`config.mk`:
```
export PLATFORM = sky130hd
export DESIGN_NAME = ram_arbiter
export DESIGN_NICKNAME = d
export VERILOG_FILES = /design/src/rtl/ram_arbiter.sv
export SDC_FILE = /design/constraint.sdc
export NUM_CORES = 1
export LEC_CHECK = 0
export CORE_MARGIN = 1.5
export CORE_UTILIZATION = 28
export DETAILED_ROUTE_END_ITERATION = 12
export GPL_TIMING_DRIVEN = 0
export PLACE_DENSITY = 0.66
export SYNTH_ARGS = -nofsm -noshare
export SYNTH_HDL_FRONTEND = slang
export SYNTH_SLANG_ARGS = --single-unit
```
`constraint.sdc`:
```
create_clock -name clock -period 1.75 [get_ports clock]
set_input_delay 0.4375 -clock clock [delete_from_list [all_inputs] [get_ports clock]]
set_output_delay 0.4375 -clock clock [all_outputs]
set_load 0.02 [all_outputs]
```
`src/rtl/ram_arbiter.sv`:
```
// ram_arbiter: two-master arbiter and sequencer in front of a single-port word RAM.
//
// The IFU (read only) and the LSU (read/write) compete for the RAM. One request is
// accepted at a time. The accepted access is held on the RAM bus for RAM_LATENCY cycles.
// The read data is then captured and returned on the owner's response handshake.
//
// Ports:
//   clock, reset_n        rising-edge clock, asynchronous active-low reset
//   ifu_req_*             IFU read request (valid/ready, byte address)
//   ifu_resp_*            IFU response (valid/ready, read data)
//   lsu_req_*             LSU request (valid/ready, byte address, write enable, write data)
//   lsu_resp_*            LSU response (valid/ready, read data; writes return pre-write word)
//   ram_*                 RAM strobe, word-aligned address, write enable, write/read data
//   owner                 current or last owner: 0 = IFU, 1 = LSU
//
// Configuration macro RAM_ARB_RR_EN selects round-robin arbitration when defined.
// When it is undefined, arbitration is fixed priority and the LSU wins.

module ram_arbiter #(
    parameter int unsigned ADDR_WIDTH  = 32,
    parameter int unsigned DATA_WIDTH  = 32,
    parameter int unsigned RAM_LATENCY = 1
) (
    input  logic                  clock,
    input  logic                  reset_n,
    input  logic                  ifu_req_valid,
    output logic                  ifu_req_ready,
    input  logic [ADDR_WIDTH-1:0] ifu_req_addr,
    output logic                  ifu_resp_valid,
    input  logic                  ifu_resp_ready,
    output logic [DATA_WIDTH-1:0] ifu_resp_rdata,
    input  logic                  lsu_req_valid,
    output logic                  lsu_req_ready,
    input  logic [ADDR_WIDTH-1:0] lsu_req_addr,
    input  logic                  lsu_req_wen,
    input  logic [DATA_WIDTH-1:0] lsu_req_wdata,
    output logic                  lsu_resp_valid,
    input  logic                  lsu_resp_ready,
    output logic [DATA_WIDTH-1:0] lsu_resp_rdata,
    output logic                  ram_valid,
    output logic [ADDR_WIDTH-1:0] ram_addr,
    output logic                  ram_wen,
    output logic [DATA_WIDTH-1:0] ram_wdata,
    input  logic [DATA_WIDTH-1:0] ram_rdata,
    output logic                  owner
);

    if ((RAM_LATENCY == 0) || (RAM_LATENCY > 15)) begin : g_latency_check
        $error("ram_arbiter: RAM_LATENCY must be in the range 1..15");
    end

    localparam logic [3:0] LastCnt = 4'(RAM_LATENCY - 1);

    typedef enum logic [1:0] {StIdle, StWait, StResp} state_e;

    state_e                state_q;
    logic [3:0]            cnt_q;
    logic                  owner_q;
    logic                  ram_valid_q;
    logic                  ram_wen_q;
    logic [ADDR_WIDTH-1:0] ram_addr_q;
    logic [DATA_WIDTH-1:0] ram_wdata_q;
    logic                  ifu_resp_valid_q;
    logic                  lsu_resp_valid_q;
    logic [DATA_WIDTH-1:0] ifu_rdata_q;
    logic [DATA_WIDTH-1:0] lsu_rdata_q;

    logic idle;
    logic ifu_acc;
    logic lsu_acc;
    logic owner_resp_ready;

    assign idle = (state_q == StIdle);

`ifdef RAM_ARB_RR_EN
    logic last_grant_q;

    // On a tie the master not granted last wins; a lone requester always gets ready.
    assign lsu_req_ready = idle & ~(ifu_req_valid & last_grant_q);
    assign ifu_req_ready = idle & ~(lsu_req_valid & ~last_grant_q);

    always_ff @(posedge clock or negedge reset_n) begin
        if (!reset_n) begin
            last_grant_q <= 1'b1;
        end else if (ifu_acc || lsu_acc) begin
            last_grant_q <= lsu_acc;
        end
    end
`else
    assign lsu_req_ready = idle;
    assign ifu_req_ready = idle & ~lsu_req_valid;
`endif

    assign lsu_acc = lsu_req_valid & lsu_req_ready;
    assign ifu_acc = ifu_req_valid & ifu_req_ready;

    assign owner_resp_ready = owner_q ? lsu_resp_ready : ifu_resp_ready;

    // Byte-offset bits never reach the word-addressed RAM.
    logic unused_addr_bits;
    assign unused_addr_bits = ^{ifu_req_addr[1:0], lsu_req_addr[1:0]};

    always_ff @(posedge clock or negedge reset_n) begin
        if (!reset_n) begin
            state_q          <= StIdle;
            cnt_q            <= '0;
            owner_q          <= 1'b0;
            ram_valid_q      <= 1'b0;
            ram_wen_q        <= 1'b0;
            ram_addr_q       <= '0;
            ram_wdata_q      <= '0;
            ifu_resp_valid_q <= 1'b0;
            lsu_resp_valid_q <= 1'b0;
            ifu_rdata_q      <= '0;
            lsu_rdata_q      <= '0;
        end else begin
            case (state_q)
                StIdle: begin
                    if (lsu_acc) begin
                        state_q     <= StWait;
                        cnt_q       <= '0;
                        owner_q     <= 1'b1;
                        ram_valid_q <= 1'b1;
                        ram_addr_q  <= {lsu_req_addr[ADDR_WIDTH-1:2], 2'b00};
                        ram_wen_q   <= lsu_req_wen;
                        ram_wdata_q <= lsu_req_wdata;
                    end else if (ifu_acc) begin
                        state_q     <= StWait;
                        cnt_q       <= '0;
                        owner_q     <= 1'b0;
                        ram_valid_q <= 1'b1;
                        ram_addr_q  <= {ifu_req_addr[ADDR_WIDTH-1:2], 2'b00};
                        ram_wen_q   <= 1'b0;
                        ram_wdata_q <= '0;
                    end
                end
                StWait: begin
                    if (cnt_q == LastCnt) begin
                        // Last RAM cycle: capture into the owner's response register only.
                        state_q     <= StResp;
                        ram_valid_q <= 1'b0;
                        ram_wen_q   <= 1'b0;
                        if (owner_q) begin
                            lsu_rdata_q      <= ram_rdata;
                            lsu_resp_valid_q <= 1'b1;
                        end else begin
                            ifu_rdata_q      <= ram_rdata;
                            ifu_resp_valid_q <= 1'b1;
                        end
                    end else begin
                        cnt_q <= cnt_q + 4'd1;
                    end
                end
                StResp: begin
                    if (owner_resp_ready) begin
                        state_q          <= StIdle;
                        ifu_resp_valid_q <= 1'b0;
                        lsu_resp_valid_q <= 1'b0;
                    end
                end
                default: begin
                    state_q <= StIdle;
                end
            endcase
        end
    end

    assign owner          = owner_q;
    assign ram_valid      = ram_valid_q;
    assign ram_wen        = ram_wen_q;
    assign ram_addr       = ram_addr_q;
    assign ram_wdata      = ram_wdata_q;
    assign ifu_resp_valid = ifu_resp_valid_q;
    assign lsu_resp_valid = lsu_resp_valid_q;
    assign ifu_resp_rdata = ifu_rdata_q;
    assign lsu_resp_rdata = lsu_rdata_q;

endmodule

```
==> impl_metrics.ini <==
[run_status]
outcome = finished with violations
violations = hold timing, setup timing

[critical_path]
r2r_slack_ns = 0.06
crit_arrival_ns = 1.40
r2r_end = lsu_resp_rdata[30]$_DFFE_PN0P_
end_kind = output pin
worstPathCellList = or2_4 -> buf_4 -> inv_4 -> buf_6
crit_path_top_delay_cell = dfrtp_1
r2r_start = state_q[1]$_DFFE_PN0P_
crit_path_max_fanout = 2
cpPeakStageDelay_ns = 0.40
required_ns = 1.31
cp_num_buf_inv = 3
path_class = reg -> out
start_kind = flip-flop
cp_top_family = flip-flops
r2r_cells = 6

[final_layout]
syn_to_final_growth_pct = 66.5
fillers = 1727
multi_input_area_um2 = 1810
nets = 826
layout-drive-gt1-share_pct = 20.2
seq_area_um2 = 3430
final_cell_mix = 136 x dfrtp_1, 131 x dlygate4sd2_1, 128 x clkdlybuf4s50_1, 65 x mux2_2, 62 x o21ai_0
final_common_cell = dfrtp_1
final_area_um2 = 9020
diodes = 0

[floorplanning]
fp-row-count = 50
fp.coreArea_um2 = 18800
die_area_um2 = 20200
io_pins = 270
die_x_um = 142
start_util_pct = 28.8
chipHeight_um = 142

[detailed_routing]
wirelength_um = 15700
drtAntennaViolNets = 0
vias = 4407
post_drt_wl_per_cell_um = 16.4
drtPass1Iterations = 4
dr.first_iter.drc_count = 102
viasPerCell = 4.58
drc = 0

[clock_network]
cts_hold_buffers = 0
clk_latency_ns = 0.41
cts.reportedPaths.clkPinSlew_ns = 0.06
root_buffer = clkbuf_16
cts_tree = done
cts_buffer_depth = 2
cts_buffers = 17
htree_levels = 4
clkSinkCount = 137

[worst_hold_path]
hold_class = in -> async

[global_routing]
track_usage_pct = 16.0
grt_pass1_vias = 4666
grt_pass1_wl_um = 24900
grt_max_degree = 79
antenna_found_initial = 0
overflow = 0

[timing]
rsz0062_at_grt = yes
fin_crit_sh_pct = 105
slew_violations = 0
finalClockSkew_ns = 0.00815
whs_ns = -0.00543
fmax_mhz = 543
layout_min_cycle_time_ns = 1.84
fin_ws_ns = -0.0907
slew_headroom_pct = 61.1
setup_viol = 2
worst_slew_pin_slew_ns = 0.583
finalHoldViolations = 2

[yosys]
synthCells = 398
synth_warnings = 0
ys_seq_area_share_pct = 63.3
synth_cell_types = 34
synth_top_area_share_pct = 63.3
ys_seq_elements = 137
yosys-top-cells-area = dfrtp_1 63%, mux2_2 14%, o21ai_0 5.7%
synth.largest_area_cell = dfrtp_1
syn_avg_cell_area_um2 = 13.6
syn_area_um2 = 5420

[job]
cap_viol_max_count = 0

[place]
gp_congestion = 0.764
io_buffers = 263
post-dp-hpwl_um = 11800
dpl_cell_area_um2 = 8410
dp_worst_setup_slack_ns = -0.504

[pwr]
peakVddDrop_uv = 652
pwr_density_cell_nw_per_um2 = 1910
fin_total_pwr_mw = 17.2
p_leak_nw = 4.06
-- cell families (layout without fill, tap and decap cells) --
family,Yosys count,count (layout),share of synthesized area [%]
and+or+nand+nor,17,17,1.99
adders and majority gates,2,2,0.462
xor gates and xnor gates,1,1,0.162
DFF,137,137,63.3
other,1,2,0.0692
muxes,67,67,13.9
buffers and inverters,38,341,4.23
AOI/OAI and AO/OA,135,135,15.9
-- where the power goes --
part | internal, mW | switching (mW)
Sequential | 4.68 | 0.753
Combinational | 3.62 | 4.30
Clock | 2.56 | 1.33
-- worst reg2reg max path: stages, from the launching register on --
cell and delay, ns:
dfrtp_2 0.42, buf_4 0.16, nor2b_4 0.15, and4_1 0.21, buf_6 0.14, buf_8 0.15
mux2_2 0.34
-- worst max path at each step --
stage	start	to	slack, ns	cells after the start
2_1_floorplan	state_q[0]$_DFFE_PN0P_	ifu_req_ready	0.10	4
3_3_place_gp	reset_n	ram_wdata[26]$_DFFE_PN0P_	-5.02	1
3_5_place_dp	lsu_req_valid	ram_addr[26]$_DFFE_PN0P_	-0.50	6
4_1_cts	state_q[1]$_DFFE_PN0P_	ifu_req_ready	-0.25	5
5_1_grt	state_q[0]$_DFFE_PN0P_	ifu_req_ready	-0.14	4
6_report	state_q[0]$_DFFE_PN0P_	lsu_req_ready	-0.09	4
-- repair_timing --
action,in CTS,in global routing
pin swaps,1,2
setup endpoints to repair,195,88
endpoints found under the hold margin,0,0
buffers inserted,4,4
resized for setup,158,13
-- stage by stage --
stage                     TNS, ns  util (%)  std cells
after floorplan                 0         -        399
after global routing       -0.358      47.9        962
after CTS                  -0.446      47.6        959
final                      -0.181      47.9        962
after global placement    -707.18      44.5        922
after detailed placement   -24.28      44.6        923
-- cell usage after synthesis (all sizes together) --
cell type and count:
o2bb2ai 1, nand2 1, xor2 1, nor2 4, inv 5, o22ai 31, a32o 1, nand3b 1
or2 2, nor2b 1, clkbuf 10, nor3b 1, o21ai 64, buf 23, a2111oi 1, ha 2
nand4b 1, nand3 2, a21o 3, dfrtp 137, nand2b 3, a22o 32, mux2 65, mux2i 2
conb 1, and4 1, a31o 1, a21oi 1
-- cell type report --
type | count | share of cell area, %
tap | 260 | 3.61
inverter | 5 | 0.236
multi-input combinational | 224 | 20.0
timing repair buffer | 272 | 28.3
buffer | 32 | 2.61
clock buffer | 20 | 4.95
clock inverter | 12 | 2.19
sequential | 137 | 38.0
-- per-layer routing --
layer  GRT usage, %  vias up  wire, um
li1               -     2054         -
met5              0        -         0
met1           19.3     2147      6500
met4           5.91        0       337
met3           5.72       23      1280
met2           26.3      183      7610
-- sequential cells by signal, summed over array words and instances, names as in the netlist --
name,flops
ram_wen,1
state_q,2
ram_valid,1
lsu_resp_rdata,32
owner,1
ram_addr,30
ram_wdata,32
lsu_resp_valid,1
ifu_resp_valid,1
cnt_q,4
ifu_resp_rdata,32
(Power assumes the default switching activity.)
